<file path="src/rtl/piso_pkg.sv">
// Shared types and constants for the parallel-in, serial-out transmitter.
package piso_pkg;

   // Transmitter FSM: IDLE waits for a word, SHIFT drives bits onto the line.
   typedef enum logic {
      IDLE  = 1'b0,
      SHIFT = 1'b1
   } piso_state_t;

   localparam int PISO_WIDTH_DEFAULT = 4;

endpackage : piso_pkg

</file>
<file path="src/rtl/piso_tx_if.sv">
// Load handshake and serial-line bundle between a word producer and piso_tx.
interface piso_tx_if
   import piso_pkg::*;
#(
   parameter int WIDTH = PISO_WIDTH_DEFAULT
) ();

   logic [WIDTH-1:0] par_in;
   logic             load_valid;
   logic             load_ready;
   logic             shift;
   logic             serial_out;
   logic             frame;
   logic             done;

   // Producer / environment side: supplies words and the shift strobe.
   modport master (
      output par_in,
      output load_valid,
      input  load_ready,
      output shift,
      input  serial_out,
      input  frame,
      input  done
   );

   // Transmitter side.
   modport slave (
      input  par_in,
      input  load_valid,
      output load_ready,
      input  shift,
      output serial_out,
      output frame,
      output done
   );

endinterface : piso_tx_if

</file>
<file path="src/rtl/piso_tx_shift_bit_counter.sv">
// Modulo-WIDTH bit counter with enable, synchronous active-low clear and a
// last-bit flag.
module shift_bit_counter
   import piso_pkg::*;
#(
   parameter int WIDTH = PISO_WIDTH_DEFAULT
) (
   input  logic clk,
   input  logic i_clr_n,
   input  logic i_en,
   output logic o_last
);

   localparam int CW = $clog2(WIDTH);
   localparam logic [CW-1:0] LAST_CNT = CW'(WIDTH - 1);

   logic [CW-1:0] r_cnt;

   // Count consumed bits, wrapping to zero after the last one.
   always_ff @(posedge clk) begin
      if (!i_clr_n) begin
         r_cnt <= '0;
      end else if (i_en) begin
         if (r_cnt == LAST_CNT) begin
            r_cnt <= '0;
         end else begin
            r_cnt <= r_cnt + 1'b1;
         end
      end
   end

   assign o_last = (r_cnt == LAST_CNT);

endmodule : shift_bit_counter

</file>
<file path="src/rtl/piso_tx.sv">
// Parallel-in, serial-out transmitter, MSB first, one bit per shift strobe.
// A one-word holding buffer (or a direct bypass on the last-bit edge) lets
// consecutive words go out with no gap on the serial line.
module piso_tx
   import piso_pkg::*;
#(
   parameter int WIDTH = PISO_WIDTH_DEFAULT   // must match the interface WIDTH
) (
   input  logic      clk,
   input  logic      reset,      // synchronous, active low
   piso_tx_if.slave  bus
);

   piso_state_t      r_state;
   piso_state_t      w_state_next;

   logic [WIDTH-1:0] r_sr;
   logic [WIDTH-1:0] r_hold;
   logic             r_hold_full;
   logic             r_done;

   logic             w_cnt_clr_n;
   logic             w_last;
   logic             w_in_shift;
   logic             w_accept;
   logic             w_consume;
   logic             w_last_consume;
   logic             w_hold_drain;
   logic             w_bypass;
   logic             w_finish;
   logic             w_hold_load;

   logic             w_serial_out;
   logic             w_frame;
   logic             w_load_ready;

   // ------------------------------------------------------------------
   // Event decode
   // ------------------------------------------------------------------
   assign w_in_shift     = (r_state == SHIFT);
   // Ready depends only on the hold flag, so no input reaches load_ready.
   assign w_accept       = bus.load_valid & ~r_hold_full;
   assign w_consume      = w_in_shift & bus.shift;
   assign w_last_consume = w_consume & w_last;
   // Last bit leaves: refill from hold, bypass a fresh word, or finish.
   assign w_hold_drain   = w_last_consume &  r_hold_full;
   assign w_bypass       = w_last_consume & ~r_hold_full &  w_accept;
   assign w_finish       = w_last_consume & ~r_hold_full & ~w_accept;
   // Words accepted mid-word park in hold; a bypass goes straight to sr.
   assign w_hold_load    = w_accept & w_in_shift & ~w_bypass;

   // Counter is held at zero outside SHIFT so every word starts at bit 0.
   assign w_cnt_clr_n    = reset & w_in_shift;

   shift_bit_counter #(
      .WIDTH (WIDTH)
   ) u_cnt (
      .clk     (clk),
      .i_clr_n (w_cnt_clr_n),
      .i_en    (w_consume),
      .o_last  (w_last)
   );

   // ------------------------------------------------------------------
   // FSM
   // ------------------------------------------------------------------
   // State register.
   always_ff @(posedge clk) begin
      if (!reset) begin
         r_state <= IDLE;
      end else begin
         r_state <= w_state_next;
      end
   end

   // Next state: leave IDLE on accept, return only when the line runs dry.
   always_comb begin
      w_state_next = r_state;
      unique case (r_state)
         IDLE:    if (w_accept) w_state_next = SHIFT;
         SHIFT:   if (w_finish) w_state_next = IDLE;
         default: w_state_next = IDLE;
      endcase
   end

   // Output decode, from registers only.
   always_comb begin
      w_serial_out = 1'b0;
      w_frame      = 1'b0;
      w_load_ready = ~r_hold_full;
      if (r_state == SHIFT) begin
         w_serial_out = r_sr[WIDTH-1];
         w_frame      = 1'b1;
      end
   end

   assign bus.serial_out = w_serial_out;
   assign bus.frame      = w_frame;
   assign bus.load_ready = w_load_ready;
   assign bus.done       = r_done;

   // ------------------------------------------------------------------
   // Datapath
   // ------------------------------------------------------------------
   // Shift register: load from IDLE, shift on consume, reload after last bit.
   always_ff @(posedge clk) begin
      if (!reset) begin
         r_sr <= '0;
      end else if (r_state == IDLE) begin
         if (w_accept) begin
            r_sr <= bus.par_in;
         end
      end else if (w_consume) begin
         if (!w_last) begin
            r_sr <= {r_sr[WIDTH-2:0], 1'b0};
         end else if (r_hold_full) begin
            r_sr <= r_hold;
         end else if (w_accept) begin
            r_sr <= bus.par_in;
         end else begin
            r_sr <= '0;
         end
      end
   end

   // Holding buffer: a new load wins over a drain on the same edge.
   always_ff @(posedge clk) begin
      if (!reset) begin
         r_hold      <= '0;
         r_hold_full <= 1'b0;
      end else if (w_hold_load) begin
         r_hold      <= bus.par_in;
         r_hold_full <= 1'b1;
      end else if (w_hold_drain) begin
         r_hold_full <= 1'b0;
      end
   end

   // Done pulse: one cycle after the last bit when nothing follows.
   always_ff @(posedge clk) begin
      if (!reset) begin
         r_done <= 1'b0;
      end else begin
         r_done <= w_finish;
      end
   end

endmodule : piso_tx
</file>
<file path="src/flat_wrapper.sv">
// flat-port wrapper written by rule: the top's interface ports become plain ports
module piso_tx_flat import piso_pkg::*;
#(
   parameter int WIDTH = PISO_WIDTH_DEFAULT                                    
)
  (clk, reset, bus_par_in, bus_load_valid, bus_load_ready, bus_shift, bus_serial_out, bus_frame, bus_done);
  piso_tx_if #(.WIDTH(WIDTH)) bus_i ();
  input  logic clk;
  input  logic reset;
  input wire logic [$bits(bus_i.par_in)-1:0] bus_par_in;
  input wire logic [$bits(bus_i.load_valid)-1:0] bus_load_valid;
  output wire logic [$bits(bus_i.load_ready)-1:0] bus_load_ready;
  input wire logic [$bits(bus_i.shift)-1:0] bus_shift;
  output wire logic [$bits(bus_i.serial_out)-1:0] bus_serial_out;
  output wire logic [$bits(bus_i.frame)-1:0] bus_frame;
  output wire logic [$bits(bus_i.done)-1:0] bus_done;
  assign bus_i.par_in = bus_par_in;
  assign bus_i.load_valid = bus_load_valid;
  assign bus_load_ready = bus_i.load_ready;
  assign bus_i.shift = bus_shift;
  assign bus_serial_out = bus_i.serial_out;
  assign bus_frame = bus_i.frame;
  assign bus_done = bus_i.done;
  piso_tx #(.WIDTH(WIDTH)) u_core (.clk(clk), .reset(reset), .bus(bus_i));
endmodule
</file>
<file path="config.mk">
export PLATFORM = sky130hd
export DESIGN_NAME = piso_tx_flat
export DESIGN_NICKNAME = d
export VERILOG_FILES = /design/src/rtl/piso_pkg.sv /design/src/rtl/piso_tx_if.sv /design/src/rtl/piso_tx_shift_bit_counter.sv /design/src/rtl/piso_tx.sv /design/src/flat_wrapper.sv
export SDC_FILE = /design/constraint.sdc
export NUM_CORES = 1
export LEC_CHECK = 0
export BUFFER_PORTS_ARGS = -buffer_cell sky130_fd_sc_hd__buf_2
export CAP_MARGIN = 25
export CELL_PAD_IN_SITES_DETAIL_PLACEMENT = 0
export CELL_PAD_IN_SITES_GLOBAL_PLACEMENT = 1
export CORE_MARGIN = 2
export CORE_UTILIZATION = 41
export CTS_CLUSTER_DIAMETER = 80
export DETAILED_ROUTE_END_ITERATION = 12
export PLACE_DENSITY_LB_ADDON = 0.08
export SETUP_SLACK_MARGIN = 0.4
export SLEW_MARGIN = 0
export SYNTH_ARGS = -nofsm -noshare
export SYNTH_HDL_FRONTEND = slang
export SYNTH_SLANG_ARGS = --single-unit
</file>
<file path="constraint.sdc">
create_clock -name clk -period 2.5 [get_ports clk]
set_input_delay 0.5 -clock clk [delete_from_list [all_inputs] [get_ports clk]]
set_output_delay 0.5 -clock clk [all_outputs]
set_load 0.005 [all_outputs]
</file>
Yosys cells after proc, flatten, opt, wreduce, memory -nomap -nowiden:

Index checks and enable logic that the tools add are counted.

* flip-flop bits (word level): 13
* bits in latches: 0
* bits in writable memories: 0
* memory bits (read-only): 0
* input port bits: 8
* word-level logic and storage cells: 40
* memories kept: 0

* add/subtract/negate cells: 1
* multiply operators: 0
* divide/modulo/power cells: 0
* order comparisons: 0
* equality and inequality tests: 2
* shifts and indexed selects: 0
* muxes and demuxes: 14
* bitwise gates (word level): 14
* reductions and logical operators: 3

Operator list (count)
* 2-to-1 mux 4 bit: 6
* bitwise AND 1 bit: 10
* 2-to-1 mux 1 bit: 6
* inverter 1 bit: 4
* nonzero test 2 bit: 2
* adder 2 x 1 -> 2 bit (second input constant): 1
* equality test 2 bit (second input constant): 1
* 2-to-1 mux 2 bit: 1
* != test 2 bit (second input constant): 1
* case mux 1 bit (2 select lines): 1
* AND reduction 2 bit: 1

Depth between registers and ports, before layout:

* depth in word-level cells: 7
* depth in mapped cells: 5
* mapped depth without buffers: 4

Modules after synthesis:

From an unflattened synthesis, not the netlist that was laid out.

* cell total of the unflattened synthesis: 79
* area, all modules: 694.4 um^2

By module, submodules not included
* piso_tx: instances 1, cells each 71, area an instance 599.3 um^2, seq. area each 220.2 um^2
* shift_bit_counter: instances 1, cells each 8, area an instance 95.1 um^2, seq. area each 40.0 um^2

Worst setup path after synthesis:

Ideal clock, no wire load.

* path type: input -> register
* start: input bus_load_valid
* end: register u_core.r_sr[1]
* data arrival time: 1.375 ns
* required time: 2.381 ns
* setup slack: 1.006 ns
* stages on the path: 4
* buffers on the path: 1
* path through: buf_6 -> or3b_4 -> o21a_1 -> o221a_1

* longest elaborated chain between the ends: 6
* elaborated cells on any way between the ends: 8
* those cells by class: 5 x mux; 1 x bitwise; 2 x reduce/logical

RTL lines
* from (decl): line flat_wrapper.sv:11 `input wire logic [$bits(bus_i.load_valid)-1:0] bus_load_valid;`
* bitwise AND 1 bit *: line piso_tx.sv:42 `assign w_accept = bus.load_valid & ~r_hold_full;`
* 2-to-1 mux 4 bit: line piso_tx.sv:118 `end else if (w_accept) begin`
* 2-to-1 mux 4 bit: line piso_tx.sv:116 `end else if (r_hold_full) begin`
* 2-to-1 mux 4 bit: line piso_tx.sv:114 `if (!w_last) begin`
* 2-to-1 mux 4 bit: line piso_tx.sv:113 `end else if (w_consume) begin`
* 2-to-1 mux 4 bit: line piso_tx.sv:109 `end else if (r_state == IDLE) begin`
* to (signal assigned): line piso_tx.sv:111 `r_sr <= bus.par_in;`
* to (signal assigned): line piso_tx.sv:115 `r_sr <= {r_sr[WIDTH-2:0], 1'b0};`
* to (signal assigned): line piso_tx.sv:117 `r_sr <= r_hold;`
* to (decl): line piso_tx.sv:17 `logic [WIDTH-1:0] r_sr;`

Every way passes the cells marked *; elsewhere a longest branch is shown, timed or not. The select of a mux whose other input is x is not followed.
A chain may end at the register's enable or synchronous reset.

Final worst setup path:

* start: register u_core.r_state
* end: output bus_serial_out

* longest elaborated chain between the ends: 1

RTL lines
* from (decl): line piso_tx.sv:14 `piso_state_t r_state;`
* from (signal assigned): line piso_tx.sv:72 `r_state <= w_state_next;`
* 2-to-1 mux 1 bit: line piso_tx.sv:91 `if (r_state == SHIFT) begin`
* to (decl): line flat_wrapper.sv:14 `output wire logic [$bits(bus_i.serial_out)-1:0] bus_serial_out;`

No other way between the ends.

==> metrics.log <==
INFO  metric post_synth_num_cell_types = 23
INFO  metric detailroute.via_count = 620
INFO  metric synth.yosys.warnings = 0
INFO  metric hold_start = u_core.r_hold[1]
INFO  metric post_cts_buffers = 0
INFO  metric area_delta_synth_final = 10.5%
INFO  metric core_area = 1520 sq um
INFO  metric grt_pass1_vias = about 540
INFO  metric net_count_reported_at_finish = 99
INFO  metric grt_antenna_before_repair = 0
INFO  metric avgSynthCellArea = 8.51 sq um
INFO  metric tns = 0 ns
INFO  metric power.ir.vdd_worst = about 0.00031 V
INFO  metric max_slew.worst_pin.slew = around 0.41 ns
INFO  metric postRouteWirelength = around 1.4 mm
INFO  metric cts-root-to-sink-buffers = 2
INFO  metric net-switching-power = between 0.1 and 0.15 mW
INFO  metric detail_route.iter0.violations = 24
INFO  metric placement.setup.worst_slack = just under 0.9 ns
INFO  metric clkTransAtPathRegs = roughly 0.08 ns
INFO  metric htreeDepth = 1
INFO  metric viasPerCell = approximately 6
INFO  metric route.detailed.drc = 0
INFO  metric synth_seq_cells = 13
INFO  metric total_power_consumption = 0.424 mW
INFO  metric avgRoutedWirePerCell = about 14 microns
INFO  metric cp_data_required_time = roughly 2 ns
INFO  metric place.detailed.hpwl = between 1 and 1.5 mm
INFO  metric initial_core_util = 44.7%
INFO  metric cp_max_fo = 13
INFO  metric place.port_buffers = 11
INFO  metric grt_pass1_wl = 2.39 mm
INFO  metric postSynthCellCount = 80
INFO  metric fin_skew = about 0.0029 ns
INFO  metric dieHeight = about 45 microns
INFO  metric unrepaired_setup_endpoints_after_global_routing = false
INFO  metric timing_max_transition_violations_final = 0
INFO  metric status = finished, final reports clean
INFO  metric fillerInstances = 156
INFO  metric power_switching_share = a little over a quarter
INFO  metric share_clk_of_total_power = roughly 31%
INFO  metric netlist_area_before_placement = roughly 700 sq um
INFO  metric clk-insertion-delay-late = between 0.2 and 0.3 ns
INFO  metric critical_path.reg2reg.startpoint = u_core.r_hold_full
INFO  metric finalHoldViolCount = 0
INFO  metric layout.cells.most_common = sky130_fd_sc_hd__dfxtp_1
INFO  metric share_of_cells_above_drive_strength_1 = about a fifth
INFO  metric yosysTopAreaCellShare = 38.2%
INFO  metric diodes = 0
INFO  metric cts-buffers-inserted = 3
INFO  metric firstDrtPassIters = 5
INFO  metric gp_congestion = 0.762
INFO  metric number_of_cell_rows = 14
INFO  metric worstSetupPathType = reg -> out
INFO  metric clockRootBuffer = sky130_fd_sc_hd__clkbuf_4
INFO  metric postLayoutSetupSlackWorst = slightly below 0.9 ns
INFO  metric sequentialPowerShare = between 50% and 60%
INFO  metric maxCapViolCount = 0
INFO  metric min-delay-path-class = reg -> reg
INFO  metric combPwrFrac = ~14%
INFO  metric post_synth_main_area_contributors = sky130_fd_sc_hd__dfxtp_1, sky130_fd_sc_hd__nand3b_1, sky130_fd_sc_hd__o21ai_0
INFO  metric die_x = 44.7 microns
INFO  metric cts_hold_buf = 0
INFO  metric tritoncts_clock_tree = yes
INFO  metric ratio_of_final_minimum_period_to_clock_period = roughly 65%
INFO  metric crit_path_end_kind = output pin
INFO  metric cts-resized-gates = 0
INFO  metric grt_remaining_overflow = 0
INFO  metric io_pins = 12
INFO  metric syn_nets = between 80 and 90
INFO  metric layout_min_cycle_time = around 1.6 ns
INFO  metric intPower = roughly 0.31 mW
INFO  metric fmax = 0.616 GHz
INFO  metric slew_headroom = between 70% and 80%
INFO  metric crit_arrival = between 1 and 1.5 ns
INFO  metric floorplan.die_area = around 2000 sq um
INFO  metric finalSetupViolCount = 0
INFO  metric antenna_left = 0
INFO  metric clkSinkCount = 13
INFO  metric layout.cells.most_common_list = sky130_fd_sc_hd__dfxtp_1, sky130_fd_sc_hd__buf_2, sky130_fd_sc_hd__nand2_1, sky130_fd_sc_hd__o21ai_0, sky130_fd_sc_hd__nand3b_1
INFO  metric yosys.area.top_type = sky130_fd_sc_hd__dfxtp_1
INFO  metric pwr_density = between 500 and 600 nW/um^2
INFO  metric crit_path_start = u_core.r_state
INFO  metric pin_count_of_the_biggest_net_entering_global_routing = 15
INFO  metric crit_path_start_kind = flip-flop
INFO  metric leakagePower = a little under 0.3 nW
INFO  metric grtUsageTotal = between 10% and 20%
INFO  metric yosysSeqAreaShare = around two fifths
-- synth_stat cells --
cell                       instances
sky130_fd_sc_hd__nor2b_1           2
sky130_fd_sc_hd__and2_1            2
sky130_fd_sc_hd__ha_1              1
sky130_fd_sc_hd__o221a_2           3
sky130_fd_sc_hd__and3b_2           1
sky130_fd_sc_hd__a21oi_1           1
sky130_fd_sc_hd__a31oi_1           3
sky130_fd_sc_hd__o21a_1            4
sky130_fd_sc_hd__clkbuf_1          5
sky130_fd_sc_hd__nand3_1           5
sky130_fd_sc_hd__o221a_1           1
sky130_fd_sc_hd__nor2_1            4
sky130_fd_sc_hd__nand3b_1          6
sky130_fd_sc_hd__buf_6             1
sky130_fd_sc_hd__nand2_1           9
sky130_fd_sc_hd__dfxtp_1          13
sky130_fd_sc_hd__mux2i_1           2
sky130_fd_sc_hd__a22oi_1           2
sky130_fd_sc_hd__o21ai_0           7
sky130_fd_sc_hd__or3b_4            1
sky130_fd_sc_hd__nand4_1           1
sky130_fd_sc_hd__inv_1             2
sky130_fd_sc_hd__a21boi_0          4
-- metrics by stage --
stage | cells | utilization, % | area, sq um | hold WS, ns
4_1_cts | 105 | 49.3 | 752 | 0.486
3_5_place_dp | 101 | 47.6 | 726 | 0.474
2_1_floorplan | 80 | - | 681 | 0.457
6_report | 105 | 49.3 | 752 | 0.479
5_1_grt | 105 | 49.3 | 752 | 0.500
3_3_place_gp | 101 | 47.6 | 726 | 0.466
-- layer usage --
| metal | vias up | GRT usage (%) | wire, microns |
|---|---|---|---|
| li1 | 307 | - | - |
| met1 | 292 | 21.8 | 688 |
| met2 | 19 | 24.1 | 657 |
| met3 | 2 | 2.80 | 62 |
| met4 | 0 | 11.5 | 17 |
| met5 | - | 0 | 0 |
-- final timing paths --
kind                 endpoint  slack, ns  cells after the start
max            bus_serial_out       0.88                      2
min          u_core.r_hold[1]       0.48                      2
max reg2reg    u_core.r_sr[1]       1.08                      3
min reg2reg  u_core.r_hold[1]       0.48                      2
-- flip-flops by register name, indices dropped and copies added, names as in the netlist --
name,count
u_core.bus.done,1
u_core.r_sr,4
u_core.u_cnt.r_cnt,2
u_core.r_hold_full,1
u_core.r_state,1
u_core.r_hold,4
-- final cells by class --
class / instances / area [sq um] / area share [%]
multi-input cells: 59 / 383 / 50.9
well taps: 16 / 20.0 / 2.66
flip-flops and latches: 13 / 260 / 34.6
repair buffers: 11 / 55.1 / 7.32
clock buffers: 4 / 26.3 / 3.49
inverters: 2 / 7.51 / 0.998
-- power groups by stage --
stage                     Sequential (mW)  Combinational [mW]  Clock, mW
final                               0.233              0.0617      0.130
after global routing                0.235              0.0689      0.143
after CTS                           0.233              0.0621      0.134
after detailed placement            0.238              0.0614          0
after global placement              0.238              0.0605          0
after floorplan                     0.230              0.0507          0
-- logic make-up after synthesis --
logic type | count (synthesis) | share of synthesized area (%)
AOI/OAI and AO/OA | 25 | 26.3
muxes | 2 | 2.94
DFF | 13 | 38.2
buffers and inverters | 8 | 5.52
and+or+nand+nor | 31 | 25.2
adders and majority gates | 1 | 1.84
-- critical path: stages, from the launching register on --
cell and delay, ns:
sky130_fd_sc_hd__dfxtp_1 0.57, sky130_fd_sc_hd__and2_1 0.18, sky130_fd_sc_hd__buf_2 0.10
(Power assumes the default switching activity.)
